## config.mk

```make
export PLATFORM = sky130hd
export DESIGN_NAME = mem_stage_sram
export DESIGN_NICKNAME = d
export VERILOG_FILES = /design/src/rtl/mem_stage_sram.sv
export SDC_FILE = /design/constraint.sdc
export NUM_CORES = 1
export LEC_CHECK = 0
export ABC_AREA = 1
export BUFFER_PORTS_ARGS = -buffer_cell sky130_fd_sc_hd__buf_2
export CAP_MARGIN = 20
export CORE_MARGIN = 10
export CORE_UTILIZATION = 51
export DETAILED_ROUTE_END_ITERATION = 7
export HOLD_SLACK_MARGIN = 0.06
export PLACE_DENSITY = 0.87
export SLEW_MARGIN = 20
export SYNTH_ARGS = -nofsm -noshare
export SYNTH_HDL_FRONTEND = slang
export SYNTH_SLANG_ARGS = --single-unit
```

## constraint.sdc

```tcl
create_clock -name clk -period 2.4 [get_ports clk]
set_input_delay 0.48 -clock clk [delete_from_list [all_inputs] [get_ports clk]]
set_output_delay 0.48 -clock clk [all_outputs]
set_load 0.02 [all_outputs]
```

## src/rtl/mem_stage_sram.sv

```systemverilog
// Memory stage driving a multi-cycle external SRAM, holding the MEM/WB register
// and freezing the upstream pipeline while an access is in flight.
//
// state  | meaning
// IDLE   | no access; a request freezes upstream and starts ACCESS
// ACCESS | strobes active, counting WAIT_STATES cycles
// DONE   | result presented to MEM/WB; requests still visible are ignored
module mem_stage_sram #(
  parameter int DATA_W      = 32,
  parameter int ADDR_W      = 18,
  parameter int WAIT_STATES = 4,
  parameter int BASE_ADDR   = 1024
) (
  input  logic              clk,
  input  logic              rst,
  input  logic              wb_en_in,
  input  logic              mem_r_en,
  input  logic              mem_w_en,
  input  logic [31:0]       alu_result_in,
  input  logic [DATA_W-1:0] st_val_in,
  input  logic [3:0]        dest_in,
  output logic              freeze,
  output logic              wb_en,
  output logic              mem_r_en_out,
  output logic [31:0]       alu_result,
  output logic [DATA_W-1:0] mem_read_value,
  output logic [3:0]        dest,
  output logic [ADDR_W-1:0] sram_addr,
  output logic [DATA_W-1:0] sram_wdata,
  input  logic [DATA_W-1:0] sram_rdata,
  output logic              sram_we_n,
  output logic              sram_oe_n
);

  localparam int CNT_W = (WAIT_STATES > 1) ? $clog2(WAIT_STATES) : 1;
  localparam logic [CNT_W-1:0] CNT_LAST = CNT_W'(WAIT_STATES - 1);
  localparam logic [31:0] BASE = 32'(BASE_ADDR);

  typedef enum logic [1:0] {
    IDLE   = 2'd0,
    ACCESS = 2'd1,
    DONE   = 2'd2
  } state_t;

  state_t            state_q, state_d;
  logic [CNT_W-1:0]  cnt_q;
  logic [DATA_W-1:0] hold_q;
  logic              req;

  assign req       = mem_r_en | mem_w_en;
  assign sram_addr = ADDR_W'((alu_result_in - BASE) >> 2);

  always_comb begin
    state_d    = state_q;
    freeze     = 1'b0;
    sram_we_n  = 1'b1;
    sram_oe_n  = 1'b1;
    sram_wdata = '0;
    case (state_q)
      IDLE: begin
        // Freeze is held off during reset so a stale request cannot stall the pipe
        if (req && rst) begin
          freeze  = 1'b1;
          state_d = ACCESS;
        end
      end
      ACCESS: begin
        freeze     = 1'b1;
        sram_wdata = st_val_in;
        sram_oe_n  = ~mem_r_en;
        sram_we_n  = ~(mem_w_en & ~mem_r_en);
        if (cnt_q == CNT_LAST) state_d = DONE;
      end
      DONE:    state_d = IDLE;
      default: state_d = IDLE;
    endcase
  end

  always_ff @(posedge clk or negedge rst) begin
    if (!rst) begin
      state_q <= IDLE;
      cnt_q   <= '0;
      hold_q  <= '0;
    end else begin
      state_q <= state_d;
      if (state_q == ACCESS) begin
        cnt_q <= cnt_q + CNT_W'(1);
        if (cnt_q == CNT_LAST) hold_q <= sram_rdata;
      end else begin
        cnt_q <= '0;
      end
    end
  end

  // MEM/WB register; a frozen cycle inserts a bubble so nothing writes back twice
  always_ff @(posedge clk or negedge rst) begin
    if (!rst) begin
      wb_en          <= 1'b0;
      mem_r_en_out   <= 1'b0;
      alu_result     <= '0;
      mem_read_value <= '0;
      dest           <= '0;
    end else if (!freeze) begin
      wb_en          <= wb_en_in;
      mem_r_en_out   <= mem_r_en;
      alu_result     <= alu_result_in;
      dest           <= dest_in;
      mem_read_value <= (state_q == DONE) ? hold_q : sram_rdata;
    end else begin
      wb_en        <= 1'b0;
      mem_r_en_out <= 1'b0;
    end
  end

endmodule

```

==> Yosys cells after proc, flatten, opt, wreduce, memory -nomap -nowiden <==
Cells that the tools add are included.
{ "word_totals": {"register_bits": 106, "output_inout_bits": 123, "elab_cells": 35} }
{ "op_classes": {"reduce_logical": 4, "addsub": 2, "muxes": 12, "n_eq_ne": 5, "bitwise_logic": 4} }
{ "ops": {"columns": ["operator", "count"], "rows": [
  ["$mux 32", 2],
  ["$sub 20x11->20 const B", 1],
  ["$mux 2", 3],
  ["$mux 1", 5],
  ["$eq 2x2->1 const B", 2],
  ["$ne 2x2->1 const B", 2],
  ["$pmux 2 s2", 1],
  ["$reduce_and 2->1", 2],
  ["$add 2x1->2 const B", 1],
  ["$eq 2x1->1 const B", 1],
  ["$logic_not 2->1", 1],
  ["$not 1->1", 2],
  ["$pmux 1 s2", 1],
  ["$and 1x1->1", 1],
  ["$logic_and 1x1->1", 1],
  ["$or 1x1->1", 1]
]} }

==> Longest topological paths before layout <==
{ "logic_depth": {"word_depth": 5, "depth_mapped": 9, "mapped_depth_nobuf": 8} }

==> Worst setup path after synthesis <==
OpenSTA, ideal clock, no wires.
{ "synth_timing": {"kind": "input-to-output", "start": "input alu_result_in[10]", "end": "output sram_addr[14]", "arrival_time_ps": 1369, "slack_ps": 551, "stages": 7, "path_buffers": 0, "cell_sequence": "inv_1 > ha_1 > inv_1 > nor2_1 > nand2_1 > o21ai_0 > nand2_1"} }
{ "synth_via": {"elab_chain_cells": 1} }
{ "synth_rtl": {"columns": ["element", "line_no", "source"], "rows": [
  ["start: declaration", "19", "input logic [31:0] alu_result_in,"],
  ["$sub 20x11->20", "51", "assign sram_addr = ADDR_W'((alu_result_in - BASE) >> 2);"],
  ["end: declaration", "28", "output logic [ADDR_W-1:0] sram_addr,"]
]} }
Every way passes these cells.

==> Worst setup path after layout <==
{ "layout_timing": {"start": "register state_q[0]", "end": "output sram_wdata[10]"} }
{ "layout_via": {"elab_chain_cells": 2} }
{ "layout_rtl": {"columns": ["element", "line_no", "source"], "rows": [
  ["start: declaration", "45", "state_t state_q, state_d;"],
  ["start signal: assignment", "85", "state_q <= state_d;"],
  ["$eq 2x1->1", "59", "case (state_q)"],
  ["$mux 32", "59", null],
  ["end: declaration", "29", "output logic [DATA_W-1:0] sram_wdata,"]
]} }
Every way passes these cells.

==> impl_results.rst <==
.. list-table::
   :header-rows: 1

   * - Metric
     - Value
   * - Result of the run
     - finished clean
   * - Worst EP required
     - 1920 ps
   * - Worst Path Class, Setup
     - register to output pin
   * - Starting Density
     - 51.7%
   * - Fin Clk Skew
     - 15.2 ps
   * - Number of antenna diodes
     - 0
   * - Logic pwr share
     - 48.0%
   * - Netlist cell types
     - 20
   * - Period minus WS final
     - 2250 ps
   * - Number of synthesis warnings
     - 0
   * - Least-Margin Pin Slew
     - 713 ps
   * - Power density relative to cell area
     - 1280 nW/µm²
   * - Quantity of gates resized following cts
     - 0
   * - Setup repair after global routing missed its margin
     - no
   * - Slowest CP cell
     - dfrtp_1
   * - Cell-by-cell listing of the critical path
     - inv_2, nor2_8, inv_2, buf_4, nor2_1, buf_2
   * - Setup Total Neg Slack
     - 0 ps
   * - Clk network pwr share
     - 14.3%
   * - Adder-cell area share of the yosys netlist
     - 0.499%
   * - Max cap viols
     - 0
   * - Mapped Cells
     - 674
   * - Compound-cell area share of the yosys netlist
     - 0.624%
   * - Area growth from synthesis to final layout
     - 27.0%
   * - DRC marker count from the first detailed-route iteration
     - 286
   * - Leakage component of the power
     - 3.96 nW
   * - Synth area leaders
     - dfrtp_1 53%, nand2_1 29%, nand3_1 3.4%
   * - Cell Int Power
     - 4.38 mW
   * - Port bufs
     - 227
   * - Peak per-stage delay on the critical path
     - 400 ps
   * - Final Cycle Share
     - 93.6%
   * - H-tree depth reported by CTS
     - 3
   * - Count of standard-cell rows
     - 36
   * - Fraction of final layout cells sized beyond drive strength 1
     - 29.7%
   * - Sw Share
     - 46.2%
   * - Total CTS buffers
     - 9
   * - Total clock sinks
     - 106
   * - Overall routed net length
     - 14500 µm
   * - Die boundary width
     - 119 µm
   * - Worst hold slack after final layout
     - 216 ps
   * - CTS tree
     - done
   * - Number of vias in the routed layout
     - 4850
   * - Placed wire-length estimate after detailed placement
     - 10600 µm
   * - Crit-path most repeated cell
     - inv_2
   * - Floorplan Core Area
     - 9680 µm²
   * - Final weighted congestion in routability-driven placement
     - 0.805
   * - Net count of the finished layout
     - 987
   * - Initial antenna violation count
     - 0
   * - Post-synth top area cell
     - dfrtp_1
   * - Number of pins with negative max-slew slack in the final report
     - 0
   * - Pin count of the biggest net entering global routing
     - 107
   * - Highest net fanout along the worst path
     - 35
   * - Remaining antenna violation count
     - 0
   * - Endpoint kind of the worst setup timing path
     - output pin
   * - Clk root buf
     - clkbuf_8
   * - Routed via count divided by cell count
     - 4.76
   * - Layout filler cell count
     - 820
   * - First-pass GRT wire length
     - 24000 µm
   * - Setup Fix Bufs, Post-CTS
     - 0
   * - Post-synth net total
     - 781
   * - Mapped Avg Cell Area
     - 7.43 µm²
   * - Share of cell area taken by muxes after synthesis
     - 0%
   * - Number of global-route vias before repair
     - 4927
   * - Worst hold path type
     - input pin to async pin
   * - Arrival @ worst endpoint
     - 1770 ps
   * - Post-Route Utilization
     - 65.7%
   * - Number of design rule violations left after detail routing
     - 0
   * - Wire length per cell
     - 14.2 µm
   * - Relative slew slack
     - 52.5%
   * - Final setup violation count
     - 0
   * - Total die area
     - 14200 µm²
   * - Post-Synth XOR/XNOR Area
     - 0.350%
   * - Hold Buf Count CTS
     - 0
   * - Post-Synth Simple-Gate Area
     - 36.8%
   * - Max rail drop VDD
     - 724 µV
   * - Number of synthesized register bits
     - 106
   * - Clock-pin slew reported for the worst setup and hold paths after clock tree synthesis
     - 110 ps
   * - Share of total power in sequential cells
     - 37.7%
   * - Hold violation total from the final report
     - 0
   * - Critical Path Start Type
     - register
   * - Cell area after technology mapping
     - 5010 µm²
   * - First-pass DRT Iterations
     - 4
   * - Share of Yosys cell area claimed by the top area cell type
     - 52.9%
   * - Overflow left after global routing
     - 0
   * - Dominant combinational cell family by area after synthesis
     - simple AND/OR/NAND/NOR gates
   * - Number of buffers on the longest clock path
     - 2
   * - I/O pins
     - 228
   * - Highest achievable clock rate
     - 445 MHz
   * - Seq/Total Area, Yosys
     - 52.9%
   * - Die boundary height
     - 119 µm
   * - Overall track demand over capacity in global routing
     - 20.3%
   * - Power dissipated by switching net loads
     - 3.76 mW
   * - Clock latency at the later pin of the worst-skew pair
     - 370 ps
==> layer usage <==
| metal | track usage, % | vias up | wire length (µm) |
|---|---|---|---|
| met5 | 0 | - | 0 |
| met1 | 23.3 | 2185 | 5750 |
| met3 | 7.37 | 24 | 1440 |
| met4 | 7.18 | 0 | 298 |
| met2 | 34.0 | 237 | 7000 |
| li1 | - | 2404 | - |
==> logic make-up after synthesis <==
family,count (synthesis)
fa+ha+maj,2
compound gates,6
simple gates,467
flops,106
buf+inv,91
xor+xnor,2
==> through the flow <==
step	cells	setup slack [ps]	instance area [µm²]	total power [mW]
after global routing	1018	4.11	6360	8.81
after detailed placement	1002	402	6150	7.10
final	1018	153	6360	8.14
after floorplan	674	551	5010	5.72
after global placement	1002	451	6150	6.96
after CTS	1018	129	6360	8.26
==> final timing paths <==
path / slack, ps / depth (start not counted) / start / to
worst max register to register: 450 / 9 / state_q[1] / dest[2]
worst min register to register: 440 / 1 / cnt_q[0] / cnt_q[0]
worst max-delay path: 150 / 6 / state_q[0] / sram_wdata[10]
min in group clk: 310 / 3 / sram_rdata[13] / hold_q[13]
max in group asynchronous: 1790 / 2 / rst / wb_en
worst min-delay path: 220 / 2 / rst / alu_result[29]
==> Yosys cell counts <==
cell type	count
and2_1	1
buf_1	2
clkbuf_1	9
dfrtp_1	106
o21ai_0	5
xor2_1	2
nand2_1	381
nand2_4	1
buf_6	3
nand3_1	34
buf_2	9
nor2_8	1
nor2_1	45
ha_1	2
buf_4	18
inv_1	45
o22ai_1	1
nor2_4	2
inv_2	5
nand2_2	2
==> power groups by stage <==
stage               logic (mW)  clock network, mW  registers, mW
floorplan                 1.94                  0           3.78
global placement          3.89                  0           3.07
detailed placement        4.00                  0           3.10
CTS                       4.00               1.19           3.07
global route              4.37               1.26           3.18
finish                    3.91               1.16           3.07
==> critical path, delay by kind of cell (launching register included) <==
kind,cells,cell delay (ps)
flops,1,400
buf+inv,4,840
simple gates,2,160
==> placed cells by master (no fill, tap or decap), drive strengths merged <==
cell type / count
bufinv: 1
xor2: 2
clkbuf: 10
ha: 2
buf: 236
nor2: 48
clkinvlp: 1
o21ai: 5
clkinv: 1
dfrtp: 106
o22ai: 1
nand3: 34
and2: 1
nand2: 384
inv: 53
==> sequential cells by signal, summed over array words and instances, names as in the netlist <==
signal and count:
alu_result 32, cnt_q 2, dest 4, hold_q 32, mem_r_en_out 1, mem_read_value 32
state_q 2, wb_en 1
==> final cells by class <==
cell class	count	area (µm²)	share of cell area, %
flip-flops and latches	106	2650	41.7
multi-input cells	477	1920	30.1
repair buffers	236	1230	19.4
inverters	50	188	2.95
well taps	133	166	2.62
clock buffers	10	138	2.16
clock inverters	6	71.3	1.12
No activity file was read; power rests on OpenSTA's default activity.
